$ cat src/rtl/ccip_boundary_pkg.sv
// Shared CCI-P boundary types, the AFU reset state encoding and the Tx valid-mask helper.
package ccip_boundary_pkg;

  localparam int CCIP_MAX_STAGES = 4;

  typedef enum logic [1:0] {
    ASSERT = 2'd0,
    HOLD   = 2'd1,
    RUN    = 2'd2
  } t_rst_state;

  // Reduced-width CCI-P channel structs; field names follow the shell's naming.
  typedef struct packed {
    logic        valid;
    logic [31:0] hdr;
  } t_if_ccip_c0_Tx;

  typedef struct packed {
    logic        valid;
    logic [31:0] hdr;
    logic [63:0] data;
  } t_if_ccip_c1_Tx;

  typedef struct packed {
    logic        mmioRdValid;
    logic [8:0]  hdr;
    logic [63:0] data;
  } t_if_ccip_c2_Tx;

  typedef struct packed {
    t_if_ccip_c0_Tx c0;
    t_if_ccip_c1_Tx c1;
    t_if_ccip_c2_Tx c2;
  } t_if_ccip_Tx;

  typedef struct packed {
    logic        rspValid;
    logic        mmioRdValid;
    logic        mmioWrValid;
    logic [27:0] hdr;
    logic [63:0] data;
  } t_if_ccip_c0_Rx;

  typedef struct packed {
    logic        rspValid;
    logic [27:0] hdr;
  } t_if_ccip_c1_Rx;

  typedef struct packed {
    logic           c0TxAlmFull;
    logic           c1TxAlmFull;
    t_if_ccip_c0_Rx c0;
    t_if_ccip_c1_Rx c1;
  } t_if_ccip_Rx;

  // Drops every request valid; payload is left untouched so only the qualifiers change.
  function automatic t_if_ccip_Tx f_mask_tx(input t_if_ccip_Tx tx);
    t_if_ccip_Tx masked;
    masked                = tx;
    masked.c0.valid       = 1'b0;
    masked.c1.valid       = 1'b0;
    masked.c2.mmioRdValid = 1'b0;
    return masked;
  endfunction

endpackage

$ cat src/rtl/ccip_delay_line.sv
// Async-reset shift register of an arbitrary packed type; DEPTH=0 degenerates to a wire.
module ccip_delay_line #(
  parameter type T     = logic,
  parameter int  DEPTH = 1
) (
  input  logic clk,
  input  logic rst,
  input  T     d,
  output T     q
);

  if (DEPTH == 0) begin : gWire
    assign q = d;
  end else begin : gRegs
    T stages [DEPTH];

    // NOTE: every stage is reset (not just the last) so a stale valid cannot reappear after reset.
    always_ff @(posedge clk or posedge rst) begin
      if (rst) begin
        for (int i = 0; i < DEPTH; i++) stages[i] <= '0;
      end else begin
        stages[0] <= d;
        for (int i = 1; i < DEPTH; i++) stages[i] <= stages[i-1];
      end
    end

    assign q = stages[DEPTH-1];
  end

endmodule

$ cat src/rtl/ccip_boundary_pipe.sv
// CCI-P boundary retiming between shell and AFU with a stretched AFU reset.
// Optional Rx/Tx statistics counters are built when CCIP_BOUNDARY_STATS_EN is defined.
module ccip_boundary_pipe
  import ccip_boundary_pkg::*;
#(
  parameter int RX_STAGES     = 2,
  parameter int TX_STAGES     = 2,
  parameter int RST_HOLD      = 16,
  parameter int ALMFULL_SLACK = 8
) (
  input  logic        clk,
  input  logic        rst,
  input  logic        soft_rst_in,
  input  t_if_ccip_Rx sRx_in,
  output t_if_ccip_Tx sTx_out,
  output logic        afu_rst,
  output t_if_ccip_Rx afu_rx,
  input  t_if_ccip_Tx afu_tx
`ifdef CCIP_BOUNDARY_STATS_EN
  ,
  output logic [31:0] rx_rsp_cnt,
  output logic [31:0] tx_req_cnt
`endif
);

  if (RX_STAGES < 0 || RX_STAGES > CCIP_MAX_STAGES) begin : gBadRx
    $error("RX_STAGES must be within 0..%0d", CCIP_MAX_STAGES);
  end
  if (TX_STAGES < 0 || TX_STAGES > CCIP_MAX_STAGES) begin : gBadTx
    $error("TX_STAGES must be within 0..%0d", CCIP_MAX_STAGES);
  end
  if (RST_HOLD < 1 || RST_HOLD > 255) begin : gBadHold
    $error("RST_HOLD must be within 1..255");
  end
  if (RX_STAGES + TX_STAGES > ALMFULL_SLACK) begin : gBadSlack
    $error("RX_STAGES+TX_STAGES exceeds ALMFULL_SLACK");
  end

  localparam logic [7:0] HOLD_LOAD = 8'(RST_HOLD - 1);

  t_rst_state  rstState, rstStateNext;
  logic [7:0]  holdCnt, holdCntNext;
  logic        afuRst;
  t_if_ccip_Tx txGated;

  always_ff @(posedge clk or posedge rst) begin
    if (rst) begin
      rstState <= ASSERT;
      holdCnt  <= '0;
      afuRst   <= 1'b1;
    end else begin
      rstState <= rstStateNext;
      holdCnt  <= holdCntNext;
      // Registered from the next state so afu_rst never glitches on state-bit changes.
      afuRst   <= (rstStateNext != RUN);
    end
  end

  // NOTE: defaults first keeps this block latch-free; combinational logic uses blocking '='.
  always_comb begin
    rstStateNext = rstState;
    holdCntNext  = holdCnt;
    unique case (rstState)
      ASSERT: begin
        if (!soft_rst_in) begin
          rstStateNext = HOLD;
          holdCntNext  = HOLD_LOAD;
        end
      end
      HOLD: begin
        if (soft_rst_in)       rstStateNext = ASSERT;
        else if (holdCnt == 0) rstStateNext = RUN;
        else                   holdCntNext  = holdCnt - 8'd1;
      end
      RUN: begin
        if (soft_rst_in) rstStateNext = ASSERT;
      end
      default: rstStateNext = ASSERT;
    endcase
  end

  assign afu_rst = afuRst;

  // Masking at the AFU side lets entries already in flight drain to the shell unmodified.
  assign txGated = afuRst ? f_mask_tx(afu_tx) : afu_tx;

  ccip_delay_line #(
    .T     (t_if_ccip_Rx),
    .DEPTH (RX_STAGES)
  ) rxLine (
    .clk (clk),
    .rst (rst),
    .d   (sRx_in),
    .q   (afu_rx)
  );

  ccip_delay_line #(
    .T     (t_if_ccip_Tx),
    .DEPTH (TX_STAGES)
  ) txLine (
    .clk (clk),
    .rst (rst),
    .d   (txGated),
    .q   (sTx_out)
  );

`ifdef CCIP_BOUNDARY_STATS_EN
  logic [31:0] rxRspCnt, txReqCnt;

  always_ff @(posedge clk or posedge rst) begin
    if (rst) begin
      rxRspCnt <= '0;
      txReqCnt <= '0;
    end else if (afuRst) begin
      rxRspCnt <= '0;
      txReqCnt <= '0;
    end else begin
      rxRspCnt <= rxRspCnt + 32'(afu_rx.c0.rspValid) + 32'(afu_rx.c1.rspValid);
      txReqCnt <= txReqCnt + 32'(sTx_out.c0.valid) + 32'(sTx_out.c1.valid);
    end
  end

  assign rx_rsp_cnt = rxRspCnt;
  assign tx_req_cnt = txReqCnt;
`endif

endmodule

$ cat config.mk
export PLATFORM = sky130hd
export DESIGN_NAME = ccip_boundary_pipe
export DESIGN_NICKNAME = d
export VERILOG_FILES = /design/src/rtl/ccip_boundary_pkg.sv /design/src/rtl/ccip_delay_line.sv /design/src/rtl/ccip_boundary_pipe.sv
export SDC_FILE = /design/constraint.sdc
export NUM_CORES = 1
export LEC_CHECK = 0
export BUFFER_PORTS_ARGS = -buffer_cell sky130_fd_sc_hd__buf_2
export CAP_MARGIN = 20
export CORE_AREA = 4 4 259 261
export DETAILED_ROUTE_END_ITERATION = 16
export DIE_AREA = 0 0 263 265
export PLACE_DENSITY = 0.55
export REMOVE_ABC_BUFFERS = 1
export SLEW_MARGIN = 30
export SYNTH_ARGS = -nofsm -noshare
export SYNTH_HDL_FRONTEND = slang
export SYNTH_SLANG_ARGS = --single-unit
$ cat constraint.sdc
create_clock -name clk -period 26.1 [get_ports clk]
set_clock_uncertainty 0.05 [all_clocks]
set_input_delay 3.915 -clock clk [delete_from_list [all_inputs] [get_ports clk]]
set_output_delay 3.915 -clock clk [all_outputs]
set_load 0.05 [all_outputs]
==> results.txt, run 1 <==
The synthesized flop and latch total came out at 671. The clock network fraction of total power came out at 43.8%. The placer congestion estimate is 0.7906. The count of buffers inserted at the top-level ports came out at 663. The synthesized instance count came out at 1050. The mean instance size in the synthesized netlist is 18.67 sq um. The power density over the cells came out at 95.23 nW/um^2. After the first detailed-routing iteration, the DRC count stood at 505.

After floorplanning, the core was divided into 93 placement rows. The H-tree depth reported by CTS came out at 3. The switching power of the nets came out at 0.5470 mW. At the pin with the least slew margin, the transition time is 0.7215 ns. The number of nets at the end of the flow came out at 1795.

The maximum clock frequency is 184.5 MHz. The number of vias after detailed routing came out at 8663. The global-route wire length before repair came out at 62850 um.

For the worst setup path, the data required time is 22.14 ns. The combinational fraction of design power came out at 7.7%. The post-route DRC violation count is 0. After clock tree synthesis, the flow added hold-fix buffers numbering 0. The critical path starts at afu_rst$_DFF_PP1_. In this run the critical register-to-register path is captured at holdCnt[4]$_DFFE_PP0P_. The flow ran to the end, and the final reports show no timing, DRC or antenna violations. Global routing used 11.96% of the available tracks. The critical path buffer and inverter count is 1. In this run the tightest slew margin relative to its limit is 51.90%.

Internal power comes to 1.738 mW. Of the post-synthesis cell area, the part taken by muxes is 0.05107%. The post-detailed-routing wire length is 42370 um. Of the available clock period, the critical path in the final layout requires 20.76%. The post-synthesis xor/xnor area fraction came out at 0%. The total overflow left after global routing is 0. The area of the core region came out at 64460 sq um. The sequential cell area fraction in the yosys report is 85.68%. The average detailed-routed wire length per instance is 17.86 um. Subtracting the final worst setup slack from the clock period gives 5.420 ns.

The final-report hold violation count came out at 0. The post-synthesis share of cell area spent on full adders, half adders and majority gates is 0.06384%. VDD sags by at most 0.06421 mV. The minimum setup slack among reg-to-reg paths came out at 24.21 ns. The largest single stage delay on the critical path is 0.59 ns.

The number of flops mapped to enable cells by yosys came out at 0. Counting distinct cell types in the post-synthesis netlist gives 30. The part of the total power dissipated in sequential elements came out at 48.5%.

The most frequently used flop master after synthesis is sky130_fd_sc_hd__dfrtp_1. The critical path data arrival time is 1.45 ns. The kind of start point of the critical path is a flop. The maximum number of pins on one net before global-route repair came out at 189.

The number of setup violations in the final report is 0. The total number of clock tree sinks is 671. The capture point of the critical path is afu_rst. The fraction of registers with async set or reset after synthesis is 100.0%.

The worst setup path is of the flop to output pin kind. The initial antenna violation count came to 12. On the critical path, the stage with the largest delay is an instance of sky130_fd_sc_hd__dfstp_2. The number of clock buffers added by TritonCTS is 70. The worst reg-to-reg path cell count is 6. Leaving out fill and tap cells, the most frequent cell in the layout is sky130_fd_sc_hd__dfrtp_1. Before antenna repair, the detailed router went through 4 iterations. The number of warnings issued by yosys is 0. The leakage power figure came out at 11.79 nW.

The number of vias per cell after detailed routing is 3.651. After clock tree synthesis, the repair step resized 0 gates. The post-place instance area came out at 21560 sq um.

The synthesized netlist devotes 0.9129% of its cell area to simple gates. The top cell types in the final layout, fill and taps aside, are sky130_fd_sc_hd__dfrtp_1 (670), sky130_fd_sc_hd__buf_2 (663), sky130_fd_sc_hd__clkbuf_16 (71). The number of max-slew violations in the final report came out at 0. After synthesis the cells add up to 19600 sq um. Clock latency on the worst-skew pair, taken at its later pin, is 0.58 ns. The width of the chip came out at 263 um.

The placed wire-length estimate is 31280 um. The layout has 6050 filler cells. The number of nets still failing antenna checks after routing came out at 0. The number of maximum-capacitance constraint violations is 0. Counting along the longest clock path gives a buffer depth of 3. TritonCTS built the clock tree. From bottom edge to top edge, the die measures 265 um. The fraction of power spent switching nets is 23.94%. Among cell families on the critical path, the largest total delay comes from flip-flops.

The via count of the first global-routing pass is 9918. The clock-pin transition on the worst setup and hold timing paths came out at 0.06 ns. The proportion of layout cells with a drive suffix above 1 came out at 52.31%. After synthesis, the largest family of logic cells by area is buffers and inverters. Setup repair after global routing left no endpoint under its margin. The critical path goes through buf_2.

The worst-path maximum fanout came out at 4. The boundary pin count is 664. The total non-filler cell area in the finished layout came out at 24000 sq um. The root buffer cell chosen for the clock tree is sky130_fd_sc_hd__clkbuf_16. In this run the number of cells on the critical path is 1. STA classifies the critical path endpoint as an output pin. The design draws 2.285 mW. The die outline area came out at 69700 sq um. The path class of the lowest-slack min-delay path is flop to flop. The initial standard-cell utilization of the core came out at 30.40%. The count of buffers added by post-CTS timing repair for setup is 0. The area added between synthesis and finish is 22.43%. The setup TNS after final layout came out at 0 ns. The synthesized netlist devotes 0.4788% of its cell area to compound gates. The startpoint of the worst register-to-register path is holdCnt[0]$_DFFE_PP0P_.
[metrics by stage]
| stage | setup slack, ns | util (%) | hold slack, ns | cells |
|---|---|---|---|---|
| after floorplan | 3.329 | - | 0.2812 | 719 |
| after global placement | 19.63 | 33.45 | 0.2811 | 2243 |
| after detailed placement | 19.50 | 33.45 | 0.2847 | 2243 |
| after CTS | 20.15 | 37.13 | 0.2797 | 2366 |
| after global routing | 20.41 | 37.21 | 0.2941 | 2369 |
| final | 20.68 | 37.22 | 0.2893 | 2373 |
[kinds of logic after synthesis]
logic type,count (synthesis)
flops,671
fa+ha+maj,1
mux,1
compound gates,13
buf+inv,337
simple gates,27
[flip-flops by register name, indices dropped and copies added (netlist names)]
register and flops:
afu_rst 1, holdCnt 8, rstState 2, rxLine.gRegs.stages 126
rxLine.q 126, txLine.gRegs.stages 204, txLine.q 204
[power groups by stage]
stage | Combinational [mW] | Sequential [mW] | Clock (mW)
2_1_floorplan | 0.0172 | 1.22 | 0
3_3_place_gp | 0.178 | 1.13 | 0
3_5_place_dp | 0.179 | 1.13 | 0
4_1_cts | 0.179 | 1.11 | 1.04
5_1_grt | 0.186 | 1.11 | 1.09
6_report | 0.176 | 1.11 | 1.00
[synth_stat cells (2+ instances only)]
master | n | share of area [%]
sky130_fd_sc_hd__a41o_1 | 2 | 0.10
sky130_fd_sc_hd__and3_1 | 2 | 0.064
sky130_fd_sc_hd__nand2b_1 | 2 | 0.064
sky130_fd_sc_hd__buf_4 | 330 | 13
sky130_fd_sc_hd__a31oi_1 | 3 | 0.096
sky130_fd_sc_hd__nor2b_1 | 4 | 0.13
sky130_fd_sc_hd__dfrtp_1 | 670 | 86
sky130_fd_sc_hd__a21oi_1 | 2 | 0.051
sky130_fd_sc_hd__nand2_1 | 2 | 0.038
sky130_fd_sc_hd__inv_1 | 6 | 0.11
sky130_fd_sc_hd__nor2_1 | 7 | 0.13
sky130_fd_sc_hd__nand3_1 | 2 | 0.051
[final cells by class]
class / count / area (sq um) / share of cell area (%)
inverters: 6 / 30.03 / 0.1251
diodes: 6 / 15.01 / 0.06257
clock inverters: 30 / 381.6 / 1.590
repair buffers: 670 / 3422 / 14.26
flip-flops and latches: 671 / 16790 / 69.98
multi-input cells: 42 / 295.3 / 1.231
clock buffers: 93 / 1989 / 8.291
well taps: 855 / 1070 / 4.458
[how the worst min path moves through the flow]
stage / startpoint / to / slack [ns] / cells past startpoint
after floorplan: rxLine.gRegs.stages[126]$_DFF_PP0_ / rxLine.q[0]$_DFF_PP0_ / 0.28 / 0
after global placement: txLine.gRegs.stages[218]$_DFF_PP0_ / txLine.q[14]$_DFF_PP0_ / 0.28 / 0
after detailed placement: rxLine.gRegs.stages[227]$_DFF_PP0_ / rxLine.q[101]$_DFF_PP0_ / 0.28 / 0
after CTS: rxLine.gRegs.stages[219]$_DFF_PP0_ / rxLine.q[93]$_DFF_PP0_ / 0.28 / 0
after global routing: txLine.gRegs.stages[226]$_DFF_PP0_ / txLine.q[22]$_DFF_PP0_ / 0.29 / 0
final: rxLine.gRegs.stages[219]$_DFF_PP0_ / rxLine.q[93]$_DFF_PP0_ / 0.29 / 0
[metal layers]
layer  wire length [um]  vias to the layer above  GRT usage (%)
met3               4622                       92          6.107
met2              21430                      463          20.24
met4               1117                       14          3.976
met5                 80                        -              0
met1              15120                     4340          13.12
li1                   -                     3754              -
Note: power is estimated with default switching activity, not from simulation.
==> run 2, diff against run 1 <==
==> constraint.sdc (replaced) <==
create_clock -name clk -period 5.36 [get_ports clk]
set_clock_uncertainty 0.05 [all_clocks]
set_input_delay 0.804 -clock clk [delete_from_list [all_inputs] [get_ports clk]]
set_output_delay 0.804 -clock clk [all_outputs]
set_load 0.05 [all_outputs]
==> results.txt, run 2 (same netlist as run 1, synthesis figures left out) <==
The final period demand of the worst path is 2.298 ns. STA classifies the critical path startpoint as a flop. The critical path is of the flop to output pin type. The number of nets at the end of the flow came out at 1799. The number of maximum-capacitance constraint violations came out at 0. The routed design has 43240 um of wire. The worst slew slack as a fraction of its limit came out at 54.72%.

On the final layout, the worst hold slack is 0.2728 ns. The area of the core region is 64460 sq um. The H-tree depth reported by CTS came out at 3. The worst-path maximum fanout came out at 4. For the pin with the worst max-slew slack, the measured transition is 0.6792 ns. The first global-routing pass estimated 63900 um of wire. The number of clock buffers added by TritonCTS is 69. The number of nets still failing antenna checks after routing is 0. The pre-CTS worst setup slack is 3.037 ns.

The placed wire-length estimate is 32090 um. Once placement completed, the tool counted placed cells totaling 2249. The critical path goes through buf_2. In this run the worst hold path is classified as input port to async pin.

The maximum clock frequency is 435.1 MHz. Setup repair after global routing left no endpoint under its margin. The count of buffers added by post-CTS timing repair for setup came out at 0. The number of cells upsized or downsized after cts is 0. The flow ran to the end, and the final reports show no timing, DRC or antenna violations.

Setup violations remaining at the end of the flow were counted as 0. The post-place instance area came out at 21630 sq um. The number of max-slew violations in the final report is 0. The insertion delay to the later sink of the worst-skew pair is 0.58 ns. Summed over all layers, the global routing overflow is 0.

The worst setup path is captured at an output pin. The maximum clock insertion buffer count is 3. The number of buffers and inverters on the critical path is 1. Clock-pin slew was measured on the worst setup and hold paths at 0.06 ns. The quantity of hold-fixing buffers added after cts is 0. The via count of the first global-routing pass came out at 10.05k. The area added between synthesis and finish came out at 22.32%. The average detailed-routed wire length per instance is 18.22 um. Summing all non-filler instances in the final layout gives an area of 23970 sq um.

Leaving out fill and tap cells, the most frequent cell in the layout is sky130_fd_sc_hd__dfrtp_1. On the worst path, the slowest cell contributes a delay of 0.56 ns. The floorplan has 93 rows. The boundary pin count came out at 664.

Once the floorplan was initialized, standard cells occupied 30.40% of the core. The power density over the cells is 460.4 nW/um^2. The number of vias per cell after detailed routing is 3.696. The number of detailed-routing iterations run before antenna repair is 4. Setup slack on the critical path of the routed design comes to 3.062 ns. The CTS tree is yes. For this design the static power due to leakage is 11.81 nW. The initial antenna violation count is 16. In the global route stage, overall resource usage came out at 12.19%.

The final-report hold violation count is 0. The post-route DRC violation count is 0. The die outline area came out at 69700 sq um. The slowest stage of the critical path belongs to the cell sky130_fd_sc_hd__dfstp_2.

The die is 265 um tall. The total number of clock tree sinks is 671. The proportion of layout cells with a drive suffix above 1 is 52.51%. The placer congestion estimate is 0.8170. The count of buffers inserted at the top-level ports is 663.

The final total power came out at 11.04 mW. The worst path uses 42.88% of the clock period. The data required time of the worst path is 4.51 ns. The kind of cell with the highest combined delay along the critical path is flip-flops. The number of vias after detailed routing is 8770. The final cell count without fillers came out at 2373. The highest ir drop seen on vdd is 0.2604 mV. The width of the chip came out at 263 um. The maximum number of pins on one net before global-route repair came out at 128. The critical path data arrival time came out at 1.44 ns. The detailed router finished its first iteration with 408 violations. The tree is rooted in a sky130_fd_sc_hd__clkbuf_16. Leaving out fill and tap cells, the most frequent cells in the layout are sky130_fd_sc_hd__dfrtp_1 (670), sky130_fd_sc_hd__buf_2 (663), sky130_fd_sc_hd__clkbuf_16 (70).
## run 2: final timing paths
| kind | startpoint | to | slack [ns] | cells after the start |
|---|---|---|---|---|
| max reg2reg | holdCnt[0]$_DFFE_PP0P_ | holdCnt[4]$_DFFE_PP0P_ | 3.49 | 6 |
| max | afu_rst$_DFF_PP1_ | afu_rst | 3.06 | 1 |
| min in group clk | sRx_in[20] | rxLine.gRegs.stages[146]$_DFF_PP0_ | 0.28 | 1 |
| min reg2reg | txLine.gRegs.stages[392]$_DFF_PP0_ | txLine.q[188]$_DFF_PP0_ | 0.29 | 0 |
| min | rst | rxLine.q[20]$_DFF_PP0_ | 0.27 | 2 |
| max in group asynchronous | rst | txLine.q[95]$_DFF_PP0_ | 3.80 | 3 |
## run 2: cell type report
cell class | count | area, sq um
Clock buffer | 93 | 2008
Tap cell | 855 | 1070
Antenna cell | 6 | 15.01
Clock inverter | 25 | 312.8
Multi-Input combinational cell | 42 | 295.3
Fill cell | 6066 | 40490
Sequential cell | 671 | 16790
Timing Repair Buffer | 675 | 3446
Inverter | 6 | 35.03
## run 2: power by group
part / switching [mW] / total (mW) / internal (mW)
clock network: 1.90 / 4.78 / 2.88
registers: 0.0809 / 5.40 / 5.32
logic: 0.671 / 0.855 / 0.184
## run 2: per-stage QoR
step           utilization [%]  setup TNS [ns]
6_report                 37.19               0
5_1_grt                  37.18               0
4_1_cts                  37.16               0
3_5_place_dp             33.56               0
3_3_place_gp             33.56               0
2_1_floorplan                -        -9589.99
## run 2: routing by layer
layer | track usage (%) | up-vias | part of all wire (%)
li1 | - | 3763 | -
met1 | 13.92 | 4450 | 37
met2 | 20.52 | 457 | 50
met3 | 5.179 | 90 | 9.7
met4 | 4.564 | 10 | 3.0
met5 | 0 | - | 0.15
